==> src/rtl/hazard_pkg.sv <==
// Shared forwarding-select encodings and MULT/DIV tracker state type for the
// hazard controller.
package hazard_pkg;

  localparam logic [1:0] FWD_REG = 2'd0;
  localparam logic [1:0] FWD_W   = 2'd1;
  localparam logic [1:0] FWD_M   = 2'd2;

  typedef enum logic {
    MD_IDLE,
    MD_BUSY
  } md_state_t;

endpackage

==> src/rtl/md_busy_timer.sv <==
// Tracks the multi-cycle MULT/DIV unit: busy for exactly MULT_LAT or DIV_LAT
// cycles after the issue edge.
module md_busy_timer
  import hazard_pkg::*;
#(
  parameter int unsigned MULT_LAT = 5,
  parameter int unsigned DIV_LAT  = 10
) (
  input  logic clk,
  input  logic reset,
  input  logic start,
  input  logic is_div,
  output logic busy
);

  localparam int unsigned LAT_MAX = (DIV_LAT > MULT_LAT) ? DIV_LAT : MULT_LAT;
  localparam int unsigned CW      = $clog2(LAT_MAX + 1);

  md_state_t       state_q, state_d;
  logic [CW-1:0]   cnt_q, cnt_d;

  always_comb begin
    state_d = state_q;
    cnt_d   = cnt_q;
    unique case (state_q)
      MD_IDLE: begin
        if (start) begin
          state_d = MD_BUSY;
          cnt_d   = is_div ? CW'(DIV_LAT) : CW'(MULT_LAT);
        end
      end
      MD_BUSY: begin
        // A start while busy is ignored; the running op always completes.
        cnt_d = cnt_q - CW'(1);
        if (cnt_q == CW'(1)) state_d = MD_IDLE;
      end
      default: begin
        state_d = MD_IDLE;
        cnt_d   = '0;
      end
    endcase
  end

  always_ff @(posedge clk) begin
    if (!reset) begin
      state_q <= MD_IDLE;
      cnt_q   <= '0;
    end else begin
      state_q <= state_d;
      cnt_q   <= cnt_d;
    end
  end

  assign busy = (state_q == MD_BUSY);

endmodule

==> src/rtl/hazard_ctrl.sv <==
// Pipeline hazard controller: load-use/branch/HI-LO stalls, operand forwarding
// selects, exception flush, MULT/DIV busy tracking and a stall-cycle counter.
module hazard_ctrl
  import hazard_pkg::*;
#(
  parameter int unsigned REG_W    = 5,
  parameter int unsigned MULT_LAT = 5,
  parameter int unsigned DIV_LAT  = 10,
  parameter int unsigned CNT_W    = 32
) (
  input  logic             clk,
  input  logic             reset,
  input  logic [REG_W-1:0] rs_D,
  input  logic [REG_W-1:0] rt_D,
  input  logic             use_rs_D,
  input  logic             use_rt_D,
  input  logic             branch_D,
  input  logic             hilo_D,
  input  logic [REG_W-1:0] rs_E,
  input  logic [REG_W-1:0] rt_E,
  input  logic [REG_W-1:0] dst_E,
  input  logic [REG_W-1:0] dst_M,
  input  logic [REG_W-1:0] dst_W,
  input  logic             regwr_E,
  input  logic             regwr_M,
  input  logic             regwr_W,
  input  logic             memtoreg_E,
  input  logic             memtoreg_M,
  input  logic             md_start_E,
  input  logic             md_div_E,
  input  logic             exc_req,
  output logic             stall_F,
  output logic             stall_D,
  output logic             clr_D,
  output logic             clr_E,
  output logic             clr_M,
  output logic             fwd_rs_D,
  output logic             fwd_rt_D,
  output logic [1:0]       fwd_rs_E,
  output logic [1:0]       fwd_rt_E,
  output logic             md_busy,
  output logic [CNT_W-1:0] stall_cnt
);

  function automatic logic match(input logic [REG_W-1:0] x,
                                 input logic [REG_W-1:0] d,
                                 input logic             we);
    return we && (d != '0) && (x == d);
  endfunction

  function automatic logic [1:0] fwd_e(input logic [REG_W-1:0] x);
    if (match(x, dst_M, regwr_M))      return FWD_M;
    else if (match(x, dst_W, regwr_W)) return FWD_W;
    else                               return FWD_REG;
  endfunction

  logic             lu_stall, br_stall, md_stall, stall;
  logic [CNT_W-1:0] stall_cnt_q, stall_cnt_d;

  md_busy_timer #(
    .MULT_LAT(MULT_LAT),
    .DIV_LAT (DIV_LAT)
  ) u_md_timer (
    .clk   (clk),
    .reset (reset),
    .start (md_start_E),
    .is_div(md_div_E),
    .busy  (md_busy)
  );

  always_comb begin
    lu_stall = memtoreg_E &&
               ((use_rs_D && match(rs_D, dst_E, regwr_E)) ||
                (use_rt_D && match(rt_D, dst_E, regwr_E)));
    br_stall = branch_D &&
               ((use_rs_D && (match(rs_D, dst_E, regwr_E) ||
                              (memtoreg_M && match(rs_D, dst_M, regwr_M)))) ||
                (use_rt_D && (match(rt_D, dst_E, regwr_E) ||
                              (memtoreg_M && match(rt_D, dst_M, regwr_M)))));
    md_stall = hilo_D && (md_busy || md_start_E);
    stall    = lu_stall || br_stall || md_stall;

    // Exception redirect flushes D/E/M and releases any hold.
    stall_F = stall && !exc_req;
    stall_D = stall && !exc_req;
    clr_D   = exc_req;
    clr_E   = stall || exc_req;
    clr_M   = exc_req;

    fwd_rs_D = match(rs_D, dst_M, regwr_M && !memtoreg_M);
    fwd_rt_D = match(rt_D, dst_M, regwr_M && !memtoreg_M);
    fwd_rs_E = fwd_e(rs_E);
    fwd_rt_E = fwd_e(rt_E);
  end

  always_comb begin
    stall_cnt_d = stall_cnt_q;
    if (stall_D && (stall_cnt_q != '1)) stall_cnt_d = stall_cnt_q + CNT_W'(1);
  end

  always_ff @(posedge clk) begin
    if (!reset) stall_cnt_q <= '0;
    else        stall_cnt_q <= stall_cnt_d;
  end

  assign stall_cnt = stall_cnt_q;

endmodule

==> config.mk <==
export PLATFORM = sky130hd
export DESIGN_NAME = hazard_ctrl
export DESIGN_NICKNAME = d
export VERILOG_FILES = /design/src/rtl/hazard_pkg.sv /design/src/rtl/md_busy_timer.sv /design/src/rtl/hazard_ctrl.sv
export SDC_FILE = /design/constraint.sdc
export NUM_CORES = 1
export LEC_CHECK = 0
export ABC_AREA = 0
export BUFFER_PORTS_ARGS = -buffer_cell sky130_fd_sc_hd__buf_2
export CAP_MARGIN = 20
export CORE_MARGIN = 10
export CORE_UTILIZATION = 30
export DETAILED_ROUTE_END_ITERATION = 10
export PLACE_DENSITY_LB_ADDON = 0.1
export RECOVER_POWER = 50
export SETUP_SLACK_MARGIN = 0.15
export SLEW_MARGIN = 5
export SYNTH_ARGS = -nofsm -noshare
export SYNTH_HDL_FRONTEND = slang
export SYNTH_HIERARCHICAL = 1
export SYNTH_SLANG_ARGS = --single-unit
==> constraint.sdc <==
create_clock -name clk -period 2.3 [get_ports clk]
set_input_delay 0.115 -clock clk [delete_from_list [all_inputs] [get_ports clk]]
set_output_delay 0.115 -clock clk [all_outputs]
set_load 0.005 [all_outputs]
==> results.rst <==
.. list-table::
   :header-rows: 1

   * - Metric
     - Value
   * - Cells on Worst Hold Path
     - 3
   * - Leakage power of the design
     - 1.206 nW
   * - DP Cell Count
     - around 500
   * - Least-Margin Pin Slew
     - 512.2 ps
   * - Nets@finish
     - around 470
   * - Number of buffers on the longest clock path
     - 2
   * - Initial core utilization
     - a little under a third
   * - P&R area growth vs syn
     - 26.41%
   * - Fraction of synthesis flops using an asynchronous set or reset pin
     - 0%
   * - Drt first pass iters
     - 4
   * - Post-detailed-route count of antenna-violating nets
     - 0
   * - Wire length reported by the detailed router
     - just over 8000 µm
   * - Number of antenna violations at the first check in global routing
     - 0
   * - Endpoint arrival time on the critical path
     - 2260 ps
   * - Final estimated routing congestion in global placement
     - 0.8362
   * - Number of global-route vias before repair
     - about 2600
   * - Hold WC Path Type
     - input port to register
   * - First-pass GRT wire length
     - roughly 13000 µm
   * - Worst-Skew Late Latency
     - roughly 300 ps
   * - Unrepaired setup endpoints after global routing
     - yes
   * - CTS clock-pin slew for the worst setup and hold paths
     - about 90 ps
   * - Number of vias per cell after detailed routing
     - 5.192
   * - Setup_tns
     - 0 ps
   * - Worst setup slack for register-to-register paths
     - between 200 and 300 ps
   * - Post-synthesis cell type count
     - between 40 and 50
   * - Proportion of synthesized chip area in sequential cells
     - about 29%
   * - Master cell of the clock root buffer
     - sky130_fd_sc_hd__clkbuf_8
   * - TritonCTS clock tree
     - built
   * - Area enclosed by the die boundary
     - approximately 0.013 mm²
   * - Total power consumption of the routed design
     - around 1.4 mW
   * - Clk_skew
     - ~12 ps
   * - Count of maximum capacitance violations
     - 0
   * - Standard cell with the maximum stage delay on the critical path
     - sky130_fd_sc_hd__or4_1
   * - Port bufs
     - 92
   * - Overflow after GRT
     - 0
   * - CP max stage delay
     - approximately 470 ps
   * - Hold buffer count at cts
     - 0
   * - Endpoint required time on the critical path
     - between 2000 and 3000 ps
   * - Hold_sp
     - md_div_E
   * - Horizontal die dimension
     - 112.7 µm
   * - Register bit count reported by yosys
     - 37
   * - Source of the worst register-to-register timing path
     - stall_cnt[26]
   * - Die Y-Extent
     - ~110 µm
   * - Final Hold Vio Count
     - 0
   * - Kind of launch point of the worst setup path
     - register
   * - Number of rows in the core area
     - 33
   * - Total routing usage reported by global routing
     - 12.17%
   * - Total clock buffers created by CTS
     - 5
   * - Slew margin rel.
     - between 60% and 70%
   * - Maximum ir drop on the vdd rail
     - around 0.24 mV
   * - Ys Warns
     - 6
   * - Cell count after synthesis
     - about 320
   * - Critical path type
     - register to register
   * - Timing startpoint of the critical path
     - stall_cnt[26]
   * - Clock sink count
     - 37
   * - Worst setup slack after placement
     - ~170 ps
   * - Maximum number of pins on one net before global-route repair
     - 44
   * - Ant. Diodes
     - 0
   * - Design Area, Final
     - approximately 0.0033 mm²
   * - Final worst slack
     - around 260 ps
   * - Post-DR wirelength/cell
     - 15.74 µm
   * - Number of non-filler instances in the completed layout
     - 521
   * - Floorplan Core Area
     - 0.008299 mm²
   * - Portion of the clock cycle consumed by the worst path in the final layout
     - 88.55%
   * - Mapped cell area
     - roughly 0.0026 mm²
   * - Number of levels in the clock H-tree
     - 2
   * - First-iteration detailed-routing DRC count
     - between 100 and 150
   * - Worst r2r dst
     - stall_cnt[12]
   * - Critical Path End Type
     - register
   * - Worst reg2reg path depth
     - 8
   * - Endpoint of the worst hold path
     - u_md_timer/cnt_q[3]
   * - CP cell instances
     - and4_1 -> and3_1 -> and2_1 -> nand2_2 -> nor3_4 -> buf_4 -> or4_1 -> a21oi_1
   * - Minimum clock period
     - just over 2000 ps
   * - Count of flip-flops with a built-in enable after synthesis
     - 0
   * - Run status
     - finished clean
   * - Top_reg_cell synth
     - sky130_fd_sc_hd__dfxtp_1
   * - Placement Cell Area
     - between 0.003 and 0.004 mm²
   * - I/O pin count
     - 93
   * - Pins over their slew limit
     - 0
   * - Number of fill cells
     - just under 900
   * - Layout cell share with drive strength beyond 1
     - approximately 25%
   * - Top achievable clock speed
     - roughly 0.49 GHz
   * - Number of design rule violations left after detail routing
     - 0
   * - HPWL after detailed placement
     - around 6300 µm
   * - Net count after synthesis
     - 368
   * - Synthesized area per cell
     - just over 8 µm²
   * - Cell Pwr Density
     - 423.5 mW/mm²
   * - DR vias
     - between 2000 and 3000
   * - Crit path max fanout
     - 12
   * - Setup violation total in the final timing report
     - 0
==> routing by layer <==
metal,wire length (µm),global-route usage (%)
met3,536,3.645
met4,56,2.284
met1,3913,16.45
met5,0,0
met2,3693,18.74
==> what timing repair did <==
item	4_1_cts	5_1_grt
resized for setup	0	9
endpoints found under the setup margin	0	27
buffers inserted	0	1
hold endpoints to repair	0	0
==> worst max path at each step <==
stage	slack, ps	end
after global routing	90	stall_cnt[26]
final	260	stall_cnt[12]
after detailed placement	170	stall_cnt[7]
after floorplan	160	stall_cnt[1]
after CTS	200	stall_cnt[7]
after global placement	190	stall_cnt[8]
==> flip-flops by register name (all words and copies together) (netlist names) <==
| signal | cells |
|---|---|
| u_md_timer/cnt_q | 4 |
| u_md_timer/busy | 1 |
| stall_cnt | 32 |
==> cells in the final DEF, fill, tap and decap left out, types with 8 or more instances in the layout <==
cell type / instances
sky130_fd_sc_hd__nand2_1: 20
sky130_fd_sc_hd__or3_1: 14
sky130_fd_sc_hd__clkbuf_1: 31
sky130_fd_sc_hd__buf_4: 12
sky130_fd_sc_hd__nor4_1: 10
sky130_fd_sc_hd__or4_1: 16
sky130_fd_sc_hd__inv_1: 8
sky130_fd_sc_hd__buf_2: 68
sky130_fd_sc_hd__nand3_1: 15
sky130_fd_sc_hd__xnor2_1: 12
sky130_fd_sc_hd__nand4_1: 10
sky130_fd_sc_hd__xor2_1: 28
sky130_fd_sc_hd__dfxtp_1: 37
sky130_fd_sc_hd__o21ai_0: 17
sky130_fd_sc_hd__a21oi_1: 26
sky130_fd_sc_hd__o31ai_1: 12
==> cell usage after synthesis (2+ instances only) <==
| library cell | instances | area, µm² |
|---|---|---|
| sky130_fd_sc_hd__buf_4 | 3 | 22.52 |
| sky130_fd_sc_hd__ha_1 | 3 | 37.54 |
| sky130_fd_sc_hd__o21ai_0 | 16 | 80.08 |
| sky130_fd_sc_hd__inv_1 | 8 | 30.03 |
| sky130_fd_sc_hd__and3_1 | 5 | 31.28 |
| sky130_fd_sc_hd__clkbuf_1 | 7 | 26.28 |
| sky130_fd_sc_hd__mux2i_1 | 5 | 50.05 |
| sky130_fd_sc_hd__nand2_1 | 22 | 82.58 |
| sky130_fd_sc_hd__nor4_1 | 10 | 62.56 |
| sky130_fd_sc_hd__nand3_1 | 15 | 75.07 |
| sky130_fd_sc_hd__o31a_1 | 2 | 17.52 |
| sky130_fd_sc_hd__buf_2 | 7 | 35.03 |
| sky130_fd_sc_hd__nor3_2 | 3 | 30.03 |
| sky130_fd_sc_hd__and4_1 | 4 | 35.03 |
| sky130_fd_sc_hd__buf_6 | 3 | 33.78 |
| sky130_fd_sc_hd__a211oi_1 | 3 | 22.52 |
| sky130_fd_sc_hd__xnor2_1 | 12 | 105.1 |
| sky130_fd_sc_hd__nor2_1 | 5 | 18.77 |
| sky130_fd_sc_hd__o31ai_1 | 12 | 90.09 |
| sky130_fd_sc_hd__dfxtp_1 | 37 | 740.7 |
| sky130_fd_sc_hd__nand2b_1 | 7 | 43.79 |
| sky130_fd_sc_hd__nor3_1 | 6 | 30.03 |
| sky130_fd_sc_hd__or4_1 | 16 | 120.1 |
| sky130_fd_sc_hd__nand4_1 | 10 | 62.56 |
| sky130_fd_sc_hd__and2_1 | 5 | 31.28 |
| sky130_fd_sc_hd__o21ai_1 | 2 | 10.01 |
| sky130_fd_sc_hd__or3_1 | 14 | 87.58 |
| sky130_fd_sc_hd__xor2_1 | 28 | 245.2 |
| sky130_fd_sc_hd__a21oi_1 | 26 | 130.1 |
==> layout make-up <==
class | instances | area (µm²) | area share (%)
flip-flops and latches | 37 | 740.7 | 22.73
repair buffers | 112 | 566.8 | 17.40
multi-input cells | 251 | 1699 | 52.15
clock buffers | 5 | 68.82 | 2.112
clock inverters | 3 | 21.27 | 0.6528
well taps | 105 | 131.4 | 4.032
inverters | 8 | 30.03 | 0.9217
==> stage by stage <==
stage          utilization [%]  hold WS (ps)
2_1_floorplan                -         264.3
3_3_place_gp             38.72         471.8
3_5_place_dp             38.72         477.4
4_1_cts                  39.80         158.7
5_1_grt                  39.26         181.8
6_report                 39.26         180.4
==> critical path, delay by kind of cell (launching register included) <==
kind / cells / cell delay (ps)
AND/OR/NAND/NOR: 6 / 1290
flip-flops: 1 / 350
buffers and inverters: 1 / 170
AO/OA/AOI/OAI: 1 / 150
==> kinds of logic (layout without fill, tap and decap cells) <==
| group | count (synthesis) | count (layout) | share of synthesized area (%) |
|---|---|---|---|
| buffers and inverters | 28 | 128 | 5.728 |
| AND/OR/NAND/NOR | 129 | 129 | 30.00 |
| AO/OA/AOI/OAI | 74 | 74 | 18.54 |
| XOR/XNOR | 40 | 40 | 13.59 |
| multiplexers | 5 | 5 | 1.942 |
| flip-flops | 37 | 37 | 28.74 |
| adder cells (fa/ha/maj) | 3 | 3 | 1.456 |
==> where the power goes <==
group          total (mW)  switching, mW  internal, mW
sequential          0.660        0.00934         0.651
combinational       0.242          0.134         0.108
clock               0.477          0.262         0.215
total                1.38          0.405         0.974
Note: power is estimated with default switching activity, not from simulation.
